[config.mk]
export PLATFORM = sky130hd
export DESIGN_NAME = call_return_stack
export DESIGN_NICKNAME = d
export VERILOG_FILES = /design/src/rtl/call_return_stack.sv
export SDC_FILE = /design/constraint.sdc
export NUM_CORES = 1
export LEC_CHECK = 0
export BUFFER_PORTS_ARGS = -buffer_cell sky130_fd_sc_hd__buf_2
export CORE_MARGIN = 1.5
export CORE_UTILIZATION = 45
export DETAILED_ROUTE_END_ITERATION = 10
export PLACE_DENSITY = 0.63
export SYNTH_ARGS = -nofsm -noshare
export SYNTH_HDL_FRONTEND = slang
export SYNTH_SLANG_ARGS = --single-unit
[constraint.sdc]
create_clock -name clk -period 8.7 [get_ports clk]
set_clock_uncertainty 0.1 [all_clocks]
set_input_delay 0.435 -clock clk [delete_from_list [all_inputs] [get_ports clk]]
set_output_delay 0.435 -clock clk [all_outputs]
set_load 0.05 [all_outputs]
[src/rtl/call_return_stack.sv]
`default_nettype none
// +--------------------------------------------------------------------------+
// | Module      : call_return_stack                                          |
// | Description : Hardware return-address stack for the program counter.     |
// |               A call pushes pc_in+1, a return pops the top entry, and    |
// |               call+ret together replaces the top (tail call).            |
// |               Sticky overflow/underflow flags are provided for the       |
// |               control unit.                                              |
// | Ports       : clk, rst_n        clock, async active-low reset            |
// |               call, ret         decoded push / pop strobes               |
// |               pc_in[AW]         address of the executing call site       |
// |               clr_err           synchronous clear of sticky flags        |
// |               stk0, stk1[AW]    top and second entries (0 if invalid)    |
// |               count[CW]         number of valid entries                  |
// |               empty, full       decoded from the registered count        |
// |               overflow          sticky: push dropped while full          |
// |               underflow         sticky: pop requested while empty        |
// | Revision    : 1.0 - initial release                                      |
// +--------------------------------------------------------------------------+
module call_return_stack #(
  parameter int AW    = 12,
  parameter int DEPTH = 8,
  parameter int CW    = $clog2(DEPTH + 1)
) (
  input  logic          clk,
  input  logic          rst_n,
  input  logic          call,
  input  logic          ret,
  input  logic [AW-1:0] pc_in,
  input  logic          clr_err,
  output logic [AW-1:0] stk0,
  output logic [AW-1:0] stk1,
  output logic [CW-1:0] count,
  output logic          empty,
  output logic          full,
  output logic          overflow,
  output logic          underflow
);

  // Entry index width; DEPTH >= 2 keeps this at least one bit.
  localparam int IW = $clog2(DEPTH);

  logic [AW-1:0] r_mem [DEPTH];
  logic [CW-1:0] r_count;
  logic          r_overflow;
  logic          r_underflow;

  logic          w_empty;
  logic          w_full;
  logic [AW-1:0] w_push_val;
  logic [IW-1:0] w_top_idx;
  logic [IW-1:0] w_sec_idx;
  logic [IW-1:0] w_wr_idx;
  logic          w_wr_en;
  logic [CW-1:0] w_count_nxt;
  logic          w_ovf_set;
  logic          w_unf_set;

  assign w_empty    = (r_count == '0);
  assign w_full     = (r_count == CW'(DEPTH));
  // Natural AW-bit wrap: 0xFFF + 1 -> 0x000.
  assign w_push_val = pc_in + AW'(1);
  // Indices are only used when the corresponding entry is valid, so any
  // wrap from subtracting past zero is harmless.
  assign w_top_idx  = IW'(r_count - CW'(1));
  assign w_sec_idx  = IW'(r_count - CW'(2));

  always_comb begin
    w_wr_en     = 1'b0;
    w_wr_idx    = '0;
    w_count_nxt = r_count;
    w_ovf_set   = 1'b0;
    w_unf_set   = 1'b0;
    case ({call, ret})
      2'b10: begin
        if (!w_full) begin
          w_wr_en     = 1'b1;
          w_wr_idx    = IW'(r_count);
          w_count_nxt = r_count + CW'(1);
        end else begin
          w_ovf_set   = 1'b1;
        end
      end
      2'b01: begin
        if (!w_empty) begin
          // Popped entry keeps its data; it is masked by the count.
          w_count_nxt = r_count - CW'(1);
        end else begin
          w_unf_set   = 1'b1;
        end
      end
      2'b11: begin
        // Tail call: the return and the new call cancel in depth, so the
        // top is simply replaced. On an empty stack the pop half still
        // counts as an underflow but the push half is kept.
        w_wr_en = 1'b1;
        if (!w_empty) begin
          w_wr_idx    = w_top_idx;
        end else begin
          w_wr_idx    = '0;
          w_count_nxt = CW'(1);
          w_unf_set   = 1'b1;
        end
      end
      default: begin
      end
    endcase
  end

  generate
    for (genvar i = 0; i < DEPTH; i++) begin : g_entry
      always_ff @(posedge clk or negedge rst_n) begin
        if (!rst_n) begin
          r_mem[i] <= '0;
        end else if (w_wr_en && (w_wr_idx == IW'(i))) begin
          r_mem[i] <= w_push_val;
        end
      end
    end
  endgenerate

  always_ff @(posedge clk or negedge rst_n) begin
    if (!rst_n) begin
      r_count     <= '0;
      r_overflow  <= 1'b0;
      r_underflow <= 1'b0;
    end else begin
      r_count     <= w_count_nxt;
      // A new error on the same edge as clr_err takes priority.
      r_overflow  <= w_ovf_set | (r_overflow  & ~clr_err);
      r_underflow <= w_unf_set | (r_underflow & ~clr_err);
    end
  end

  // Reads depend only on registered state, so stk0 still shows the old
  // top during the cycle a return is asserted.
  assign stk0      = (r_count >= CW'(1)) ? r_mem[w_top_idx] : '0;
  assign stk1      = (r_count >= CW'(2)) ? r_mem[w_sec_idx] : '0;
  assign count     = r_count;
  assign empty     = w_empty;
  assign full      = w_full;
  assign overflow  = r_overflow;
  assign underflow = r_underflow;

endmodule
`default_nettype wire

# Yosys cells after proc, flatten, opt, wreduce, memory -nomap -nowiden
# Cells that the tools add are included.
# op_classes
n_addsub	4
n_lt_le_gt_ge	4
n_eq_ne	14
muxes	21
n_bitwise	7
reduce_logical	13
# ops
op	count
binary-select mux 12 bit (select 3 bit)	2
two-way mux 12 bit	6
adder 12 x 1 -> 12 bit (second input constant)	1
== test 3 bit (second input constant)	4
two-way mux 4 bit	3
one-hot mux 4 bit (3 select lines)	1
>= comparator 4 bit (second input constant)	2
logical AND 1 bit	8
inverter 3 -> 4 bit	2
== test 3 x 2 -> 1 bit (second input constant)	2
two-way mux 3 bit	2
!= test 2 bit (second input constant)	3
one-hot mux 3 bit (2 select lines)	1
two-way mux 1 bit	5
adder 4 x 1 -> 4 bit (second input constant)	1
== test 2 bit (second input constant)	2
== test 4 bit (second input constant)	1
>= comparator 4 x 1 -> 1 bit (second input constant)	1
>= comparator 4 x 2 -> 1 bit (second input constant)	1
logical NOT 4 bit	1
AND reduction 4 bit	1
subtractor 4 x 1 -> 4 bit (second input constant)	1
== test 3 x 1 -> 1 bit (second input constant)	1
logical NOT 3 bit	1
8 further kinds	10
# totals
reg_bits	102
inputBits	17
wordCells	74

# Longest topological paths before layout
# Gate-level depths: netlist of run 1.
# logic_depth
word_depth	6
mapped_depth	11
depth_no_buf	6

# Worst setup path before layout of run 1
# No wires, ideal clock.
# synth_timing
path_kind	reg-to-output
from	reg r_count[0] (netlist: count[0])
to	out stk0[7]
arrival_time_ns	3.976
t_required_ns	8.165
path_slack_ns	4.189
path_stages_with_launch	11
n_path_buf	5
cell_sequence	dfrtp_1 -> buf_2 -> buf_2 -> clkbuf_1 -> inv_1 -> ha_1 -> clkbuf_1 -> buf_2 -> mux4_2 -> nand2_1 -> a21oi_1
# synth_via
elab_chain_cells	6
elab_cells_between_ends	7
classes_between	add/sub: 1; order compare: 1; mux: 4; bitwise: 1
# synth_rtl
element	line_no	text
start: declaration	44	logic [CW-1:0] r_count;
start signal: assignment	128	r_count <= w_count_nxt;
subtractor 4 x 1 -> 4 bit	-	
inverter 3 -> 4 bit (not written as such)	137	assign stk0 = (r_count >= CW'(1)) ? r_mem[w_top_idx] : '0;
binary-select mux 12 bit (select 3 bit)	137	
two-way mux 12 bit (not written as such) (2 in a row)	137	
two-way mux 12 bit (*)	137	
end: declaration	31	output logic [AW-1:0] stk0,
# Every way passes the cells marked *; elsewhere a longest branch is shown, timed or not. The select of a mux whose other input is x is not followed.

# Worst setup path after layout of run 1
# layout_timing
from	reg r_count[0] (netlist: count[0])
to	reg r_mem[49] (netlist bit)
# layout_via
elab_chain_cells	5
elab_cells_between_ends	10
classes_between	add/sub: 1; eq/ne: 2; mux: 5; reduce/logical: 2
# layout_rtl
element	line_no	text
subtractor 4 x 1 -> 4 bit (tied with other cells)	-	
two-way mux 3 bit (on tied branches)	97, 76	
one-hot mux 3 bit (2 select lines)	74	case ({call, ret})
== test 3 x 2 -> 1 bit	115	end else if (w_wr_en && (w_wr_idx == IW'(i))) begin
logical AND 1 bit (*)	115	
end signal: indexed assignment	116	r_mem[i] <= w_push_val;
end: declaration	43	logic [AW-1:0] r_mem [DEPTH];
# Every way passes the cells marked *; elsewhere a longest branch is shown, timed or not.
# A chain may end at the register's enable or synchronous reset.

==> impl_metrics.json, run 1 <==
{
  "final_max_slew_viol_count": 0,
  "clk_latency_ps": 350,
  "hold_viol": 0,
  "grt_pass1_vias": 4249,
  "vias": 4069,
  "rows": 42,
  "drt_wl_total_um": 14700,
  "syn-cell-area_um2": 6020,
  "clk_path_buf_depth": 2,
  "die_w_um": 119,
  "finalNetCount": 517,
  "viasPerCell": 6.06,
  "ctsHtreeMaxLevel": 3,
  "wl_per_cell_um": 21.9,
  "cp-end-kind": "flip-flop",
  "syn_inst": 454,
  "async_reset_ff_frac": 1.00,
  "cts_buffers": 9,
  "drt_iter0_markers": 249,
  "multi_input_area_um2": 3280,
  "synth_edf_count": 0,
  "seq_area_frac_synth": 0.424,
  "fillers": 1162,
  "grt_pass1_wl_um": 24000,
  "start_kind": "flip-flop",
  "status": "complete, no violations",
  "diodes": 0,
  "period_share": 0.472,
  "relSlewSlack": 0.242,
  "antenna_found_initial": 0,
  "drc": 0,
  "post-route-min-period_ps": 4110,
  "synth_cell_types": 49,
  "path_class": "flip-flop to flip-flop",
  "clockRootBuffer": "clkbuf_16",
  "synth-seq-cells": 102,
  "grt-ovfl-total": 0,
  "postCtsSetupRepairBufs": 0,
  "hpwlAfterDp_um": 9790,
  "grtUsageTotal": 0.223,
  "maxCapViolCount": 0,
  "cp_data_required_time_ps": 8830,
  "firstDrtPassIters": 4,
  "syn2layout_area_growth_pct": 12.1,
  "tightest_slew_ps": 1130,
  "die_h_um": 119,
  "cts_tree": "yes",
  "hp-class": "input port to flip-flop",
  "grt_max_degree": 75,
  "finalSetupTns_ps": 0,
  "io_buffers": 48,
  "die_area_um2": 14100,
  "path_max_fanout": 61,
  "yosysWarnings": 0,
  "ios": 49,
  "cts_hold_buf": 1,
  "ys.flop_type": "dfrtp_1",
  "rsz0062_at_grt": "false",
  "cts_sinks": 102,
  "seq_area_um2": 2550,
  "ctsResizeCount": 0,
  "drtAntennaViolNets": 0,
  "avgSynthCellArea_um2": 13.3,
  "place_congestion": 0.794,
  "critical_path_arrival_ps": 4240,
  "start_util": 0.458,
  "syn_nets": 480,
  "clk_pin_slew_ps": 70,
  "core_area_um2": 13100,
  "setup_viol": 0,
  "layout-drive-gt1-share": 0.444,
  "max_freq_mhz": 244
}
==> critical path, cell delays in order (launching register included) <==
cell,delay (ps)
dfrtp_2,340
buf_4,680
inv_1,200
ha_1,350
xnor2_1,640
buf_4,280
a32o_1,190
nand3_1,640
mux2_2,540
==> worst paths after layout <==
kind                                      start  depth (start not counted)  slack (ps)               endpoint
hold reg to reg             underflow$_DFF_PN0_                          1         420    underflow$_DFF_PN0_
setup / recovery           count[0]$_DFFE_PN0P_                          8        4590  r_mem[49]$_DFFE_PN0P_
setup reg to reg           count[0]$_DFFE_PN0P_                          8        4590  r_mem[49]$_DFFE_PN0P_
hold / removal                          clr_err                          3         320     overflow$_DFF_PN0_
max in group asynchronous                 rst_n                          3        6740  r_mem[24]$_DFFE_PN0P_
min in group asynchronous                 rst_n                          2         470   count[2]$_DFFE_PN0P_
==> cell type report <==
type                       count  area share
clock buffer                  11      0.0375
clock inverter                 5     0.00853
inverter                      14     0.00779
multi-input combinational    305       0.486
sequential                   102       0.379
tap                          176      0.0326
timing repair buffer          59      0.0486
==> layout by cell type, fill, tap and decap left out, types with 3 or more instances in the layout <==
master	n
ha_1	9
xnor2_1	6
clkinvlp_4	3
inv_1	14
nor2b_1	5
buf_2	47
mux2_4	9
xor2_1	6
o22ai_1	3
mux2_2	80
mux4_2	48
nand2_1	34
nand2b_1	4
nand4_1	5
nand3_1	8
dfrtp_1	101
a21oi_1	15
clkbuf_16	9
o21ai_0	5
buf_4	11
mux2i_1	21
nor2_1	15
==> registers in the layout (all words and copies together), names as in the netlist <==
signal / flops
underflow: 1
count: 4
overflow: 1
r_mem: 96
==> per-stage QoR <==
step                      hold slack [ps]  utilization  instance area (um2)  setup WS, ps  cells
after global routing                  327        0.513                 6750          4290    672
after global placement                301        0.489                 6420          4600    655
final                                 315        0.513                 6750          4590    672
after detailed placement              305        0.489                 6420          4530    655
after CTS                             315        0.513                 6750          4550    672
after floorplan                      39.4            -                 6020          4190    454
==> cells in the mapped netlist, types with 2 or more instances <==
| cell type | count | share of area |
|---|---|---|
| a21oi_1 | 15 | 0.012 |
| a22o_1 | 2 | 0.0029 |
| and3b_1 | 2 | 0.0029 |
| buf_2 | 15 | 0.012 |
| clkbuf_1 | 15 | 0.0094 |
| dfrtp_1 | 102 | 0.42 |
| ha_1 | 9 | 0.019 |
| inv_1 | 14 | 0.0087 |
| mux2_2 | 80 | 0.15 |
| mux2_4 | 9 | 0.022 |
| mux2i_1 | 21 | 0.035 |
| mux4_2 | 48 | 0.18 |
| nand2_1 | 34 | 0.021 |
| nand2b_1 | 4 | 0.0042 |
| nand3_1 | 8 | 0.0067 |
| nand4_1 | 5 | 0.0052 |
| nor2_1 | 15 | 0.0094 |
| nor2b_1 | 5 | 0.0052 |
| nor3_1 | 4 | 0.0033 |
| nor4_1 | 2 | 0.0021 |
| o21ai_0 | 5 | 0.0042 |
| o22ai_1 | 3 | 0.0031 |
| xnor2_1 | 6 | 0.0087 |
| xor2_1 | 6 | 0.0087 |
==> routing by layer <==
layer / global-route usage / vias up / wire, um
li1: - / 1775 / -
met5: 0 / - / 0
met2: 0.356 / 113 / 7070
met1: 0.314 / 2165 / 6780
met3: 0.0415 / 16 / 679
met4: 0.0625 / 0 / 202
==> cells by family (layout without fill, tap and decap cells) <==
group | after synthesis | in the layout | share of synthesized area
multiplexers | 158 | 158 | 0.387
AO/OA/AOI/OAI | 38 | 38 | 0.0439
flip-flops | 102 | 102 | 0.424
AND/OR/NAND/NOR | 88 | 88 | 0.0747
XOR/XNOR | 12 | 12 | 0.0175
adder cells (fa/ha/maj) | 9 | 9 | 0.0187
buffers and inverters | 47 | 89 | 0.0343
Power of run 1 is left out: the tool's default activity adds up to more than one toggle a clock period on the data nets, which glitch-free logic cannot reach.
==> inputs of run 2 (changes only) <==
Clock period 8.7 ns to 4 ns, I/O delays scaled along.
==> impl_metrics.json, run 2 (same netlist as run 1, synthesis figures left out) <==
{
  "status": "complete, no violations",
  "finalNetCount": 521,
  "core_area_um2": 13100,
  "clk_latency_ps": 350,
  "layout_commonest_cell": "dfrtp_1",
  "reg2reg_to": "r_mem[46]$_DFFE_PN0P_",
  "grt_max_degree": 72,
  "clk_pin_slew_ps": 70,
  "dpl_cell_area_um2": 6500,
  "grt_pass1_vias": 4038,
  "cts_tree": "yes",
  "antenna_found_initial": 0,
  "hold_viol": 0,
  "place_congestion": 0.825,
  "grt-ovfl-total": 0,
  "clockRootBuffer": "clkbuf_16",
  "hp-class": "input port to flip-flop",
  "hpwlAfterDp_um": 9700,
  "drt_wl_total_um": 14800,
  "layout-drive-gt1-share": 0.472,
  "cp_slowest_stage_delay_ps": 810,
  "clk_path_buf_depth": 2,
  "r2r_cells": 6,
  "ff2ff_setup_slack_ps": 600,
  "drt_iter0_markers": 265,
  "relSlewSlack": 0.267,
  "final_cell_mix": "dfrtp_1, mux2_2, mux4_2",
  "maxCapViolCount": 0,
  "setup_slack_ps": 604,
  "post-route-min-period_ps": 3400,
  "grt_pass1_wl_um": 23300,
  "postLayoutCellArea_um2": 6810,
  "cts_sinks": 102,
  "diodes": 0,
  "timing.rr.start": "count[1]$_DFFE_PN0P_",
  "rsz0062_at_grt": "false",
  "drc": 0,
  "whs_path_depth": 3,
  "dpl_worst_slack_ps": 683,
  "drtAntennaViolNets": 0,
  "viasPerCell": 5.94,
  "cp_data_required_time_ps": 4130,
  "setup_viol": 0,
  "ctsHtreeMaxLevel": 3,
  "grtUsageTotal": 0.222,
  "max_freq_mhz": 294,
  "syn2layout_area_growth_pct": 13.2,
  "min_to": "underflow$_DFF_PN0_",
  "wl_per_cell_um": 21.9,
  "die_h_um": 119,
  "path_class": "flip-flop to flip-flop",
  "cts_buffers": 9,
  "start_kind": "flip-flop",
  "path_max_fanout": 12,
  "hold_start": "clr_err",
  "rows": 42,
  "fin_cells": 676,
  "final_max_slew_viol_count": 0,
  "cp-end-kind": "flip-flop",
  "die_w_um": 119,
  "period_share": 0.849,
  "vias": 4018,
  "largest_reg_flops": 96,
  "top_register": "r_mem",
  "io_buffers": 48,
  "firstDrtPassIters": 4,
  "tightest_slew_ps": 1100,
  "dp_cells": 659,
  "ctsResizeCount": 0,
  "finalSetupTns_ps": 0,
  "critical_path_arrival_ps": 3530,
  "path_cells": "inv_1, ha_1, nor3b_4, o22a_1, nand4b_1, mux2_2",
  "critPathSlowestCell": "nand4b_1",
  "ios": 49,
  "die_area_um2": 14100,
  "start_util": 0.458
}
==> run 2: cell count changes in the layout (fill, tap and decap cells not counted) <==
cell / before / now
buf_4: 11 / 15
clkbuf_8: 2 / 0
clkinvlp_4: 3 / 1
a21oi_1: 15 / 3
clkinv_4: 0 / 2
a21oi_2: 0 / 12
clkinv_2: 1 / 2
inv_6: 0 / 1
==> run 2: metal layers <==
| metal | GRT usage | share of wire | vias to the layer above |
|---|---|---|---|
| li1 | - | - | 1788 |
| met2 | 0.343 | 0.48 | 110 |
| met1 | 0.320 | 0.46 | 2104 |
| met3 | 0.0323 | 0.047 | 16 |
| met5 | 0 | 0 | - |
| met4 | 0.0798 | 0.019 | 0 |
==> run 2: cell type report <==
| class | instances | area, um2 |
|---|---|---|
| Timing Repair Buffer | 63 | 358 |
| Fill cell | 1172 | 6330 |
| Multi-Input combinational cell | 305 | 3330 |
| Clock buffer | 9 | 225 |
| Clock inverter | 7 | 73.8 |
| Tap cell | 176 | 220 |
| Inverter | 14 | 52.6 |
| Sequential cell | 102 | 2550 |
==> run 2: metrics by stage <==
| stage | hold WS (ps) | util |
|---|---|---|
| floorplan | -196 | - |
| global placement | 302 | 0.495 |
| detailed placement | 306 | 0.495 |
| CTS | 68.3 | 0.518 |
| global route | 92.2 | 0.518 |
| finish | 70.5 | 0.518 |
==> run 2: timing repair <==
| item | 4_1_cts | 5_1_grt |
|---|---|---|
| hold buffers | 1 | 0 |
| hold endpoints to repair | 70 | 0 |
| setup buffers | 0 | 0 |
==> run 2: worst max-delay path: cells and delay by family (launching register included) <==
kind | cells | cell delay (ps)
AO/OA/AOI/OAI | 1 | 340
buffers and inverters | 1 | 260
adder cells (fa/ha/maj) | 1 | 370
AND/OR/NAND/NOR | 2 | 1240
multiplexers | 1 | 580
flip-flops | 1 | 380
==> run 2: worst max-delay path by stage <==
stage	slack (ps)	cells past startpoint	to	start
global placement	780	6	r_mem[39]$_DFFE_PN0P_	count[1]$_DFFE_PN0P_
detailed placement	680	6	r_mem[46]$_DFFE_PN0P_	count[1]$_DFFE_PN0P_
global route	390	6	r_mem[44]$_DFFE_PN0P_	count[1]$_DFFE_PN0P_
floorplan	5	10	stk0[0]	count[0]$_DFFE_PN0P_
CTS	660	6	r_mem[46]$_DFFE_PN0P_	count[1]$_DFFE_PN0P_
finish	600	6	r_mem[46]$_DFFE_PN0P_	count[1]$_DFFE_PN0P_
Power of run 2 is left out for the same reason.
==> inputs of run 3 (changes only) <==
Clock period 4 ns to 3.6 ns, I/O delays scaled along.
==> impl_metrics.json, run 3 (same netlist as run 1, synthesis figures left out) <==
{
  "largest_reg_flops": 96,
  "cp_slowest_stage_delay_ps": 660,
  "ios": 49,
  "vias": 4002,
  "layout-drive-gt1-share": 0.477,
  "hp-class": "input port to flip-flop",
  "drtAntennaViolNets": 0,
  "grt_pass1_vias": 4094,
  "firstDrtPassIters": 4,
  "critPathSlowestCell": "ha_2",
  "worst-path-stages": 7,
  "clk_path_buf_depth": 2,
  "ctsHtreeMaxLevel": 3,
  "finalNetCount": 524,
  "endpoint": "stk0[9]",
  "rows": 42,
  "postCtsSetupRepairBufs": 0,
  "hold_viol": 0,
  "final_max_slew_viol_count": 0,
  "status": "complete, no violations",
  "place_congestion": 0.834,
  "grt-ovfl-total": 0,
  "drc": 0,
  "grt_max_degree": 88,
  "clk_latency_ps": 350,
  "antenna_found_initial": 0,
  "reg2reg_to": "r_mem[30]$_DFFE_PN0P_",
  "ctsResizeCount": 0,
  "tightest_slew_ps": 1120,
  "top_register": "r_mem",
  "diodes": 0,
  "relSlewSlack": 0.254,
  "crit_start": "count[1]$_DFFE_PN0P_",
  "start_util": 0.458,
  "timing.rr.start": "count[1]$_DFFE_PN0P_",
  "rsz0062_at_grt": "false",
  "grtUsageTotal": 0.217,
  "period_share": 0.832,
  "die_w_um": 119,
  "core_area_um2": 13100,
  "cp_data_required_time_ps": 3320,
  "syn2layout_area_growth_pct": 14.7,
  "setup_viol": 0,
  "path_max_fanout": 16,
  "multi_input_area_um2": 3400,
  "cts_buffers": 9,
  "clk_pin_slew_ps": 70,
  "cts_sinks": 102,
  "viasPerCell": 5.89,
  "drt_iter0_markers": 272,
  "cts_hold_buf": 1,
  "critical_path_arrival_ps": 2720,
  "clockRootBuffer": "clkbuf_16",
  "path_class": "flip-flop to output pin",
  "fillers": 1152,
  "dpl_cell_area_um2": 6610,
  "critical_path_buf_inv_count": 3,
  "hpwlAfterDp_um": 9350,
  "cp-end-kind": "output pin",
  "r2r_cells": 6,
  "final_cell_mix": "dfrtp_1, mux2_2, mux4_2",
  "ff2ff_setup_slack_ps": 760,
  "cts_tree": "yes",
  "start_kind": "flip-flop",
  "io_buffers": 48,
  "finalSetupTns_ps": 0,
  "die_h_um": 119,
  "path_cells": "inv_1, ha_2, buf_12, mux4_2, nand2_1, a21oi_4, buf_2",
  "max_freq_mhz": 334,
  "drt_wl_total_um": 14300,
  "seq_area_um2": 2550,
  "layout_commonest_cell": "dfrtp_1",
  "die_area_um2": 14100,
  "grt_pass1_wl_um": 23200,
  "maxCapViolCount": 0,
  "postLayoutCellArea_um2": 6900,
  "wl_per_cell_um": 21.0,
  "cp_top_family": "adder cells",
  "post-route-min-period_ps": 3000
}
## run 3: worst min path at each step
stage,from,end,slack (ps),cells after the start
floorplan,rst_n,count[0]$_DFFE_PN0P_,-220,0
global placement,rst_n,r_mem[50]$_DFFE_PN0P_,360,1
detailed placement,rst_n,r_mem[50]$_DFFE_PN0P_,370,1
CTS,clr_err,underflow$_DFF_PN0_,50,3
global route,clr_err,underflow$_DFF_PN0_,70,3
finish,clr_err,underflow$_DFF_PN0_,50,3
## run 3: metal layers
metal,routed length (um),vias to the layer above,track usage
met4,80,0,0.0429
li1,-,1791,-
met2,6870,104,0.351
met5,0,-,0
met1,6600,2100,0.308
met3,726,7,0.0434
## run 3: layout make-up
| cell class | instances | area share |
|---|---|---|
| Clock buffer | 9 | 0.0326 |
| Clock inverter | 7 | 0.00816 |
| Inverter | 14 | 0.00761 |
| Multi-Input combinational cell | 305 | 0.493 |
| Sequential cell | 102 | 0.370 |
| Tap cell | 176 | 0.0319 |
| Timing Repair Buffer | 66 | 0.0569 |
## run 3: per-stage QoR
stage          hold WS (ps)  std cells   util  setup slack [ps]
6_report               54.7        679  0.526               604
5_1_grt                73.8        679  0.526               397
4_1_cts                49.7        679  0.526               555
3_5_place_dp            367        662  0.503               788
3_3_place_gp            355        662  0.503               868
2_1_floorplan          -216        454      -              20.8
## run 3: tightest hold or removal path, delay by kind of cell
kind | cells | cell delay [ps]
compound gates | 1 | 130
buf+inv | 2 | 160
Power of run 3 is left out for the same reason.
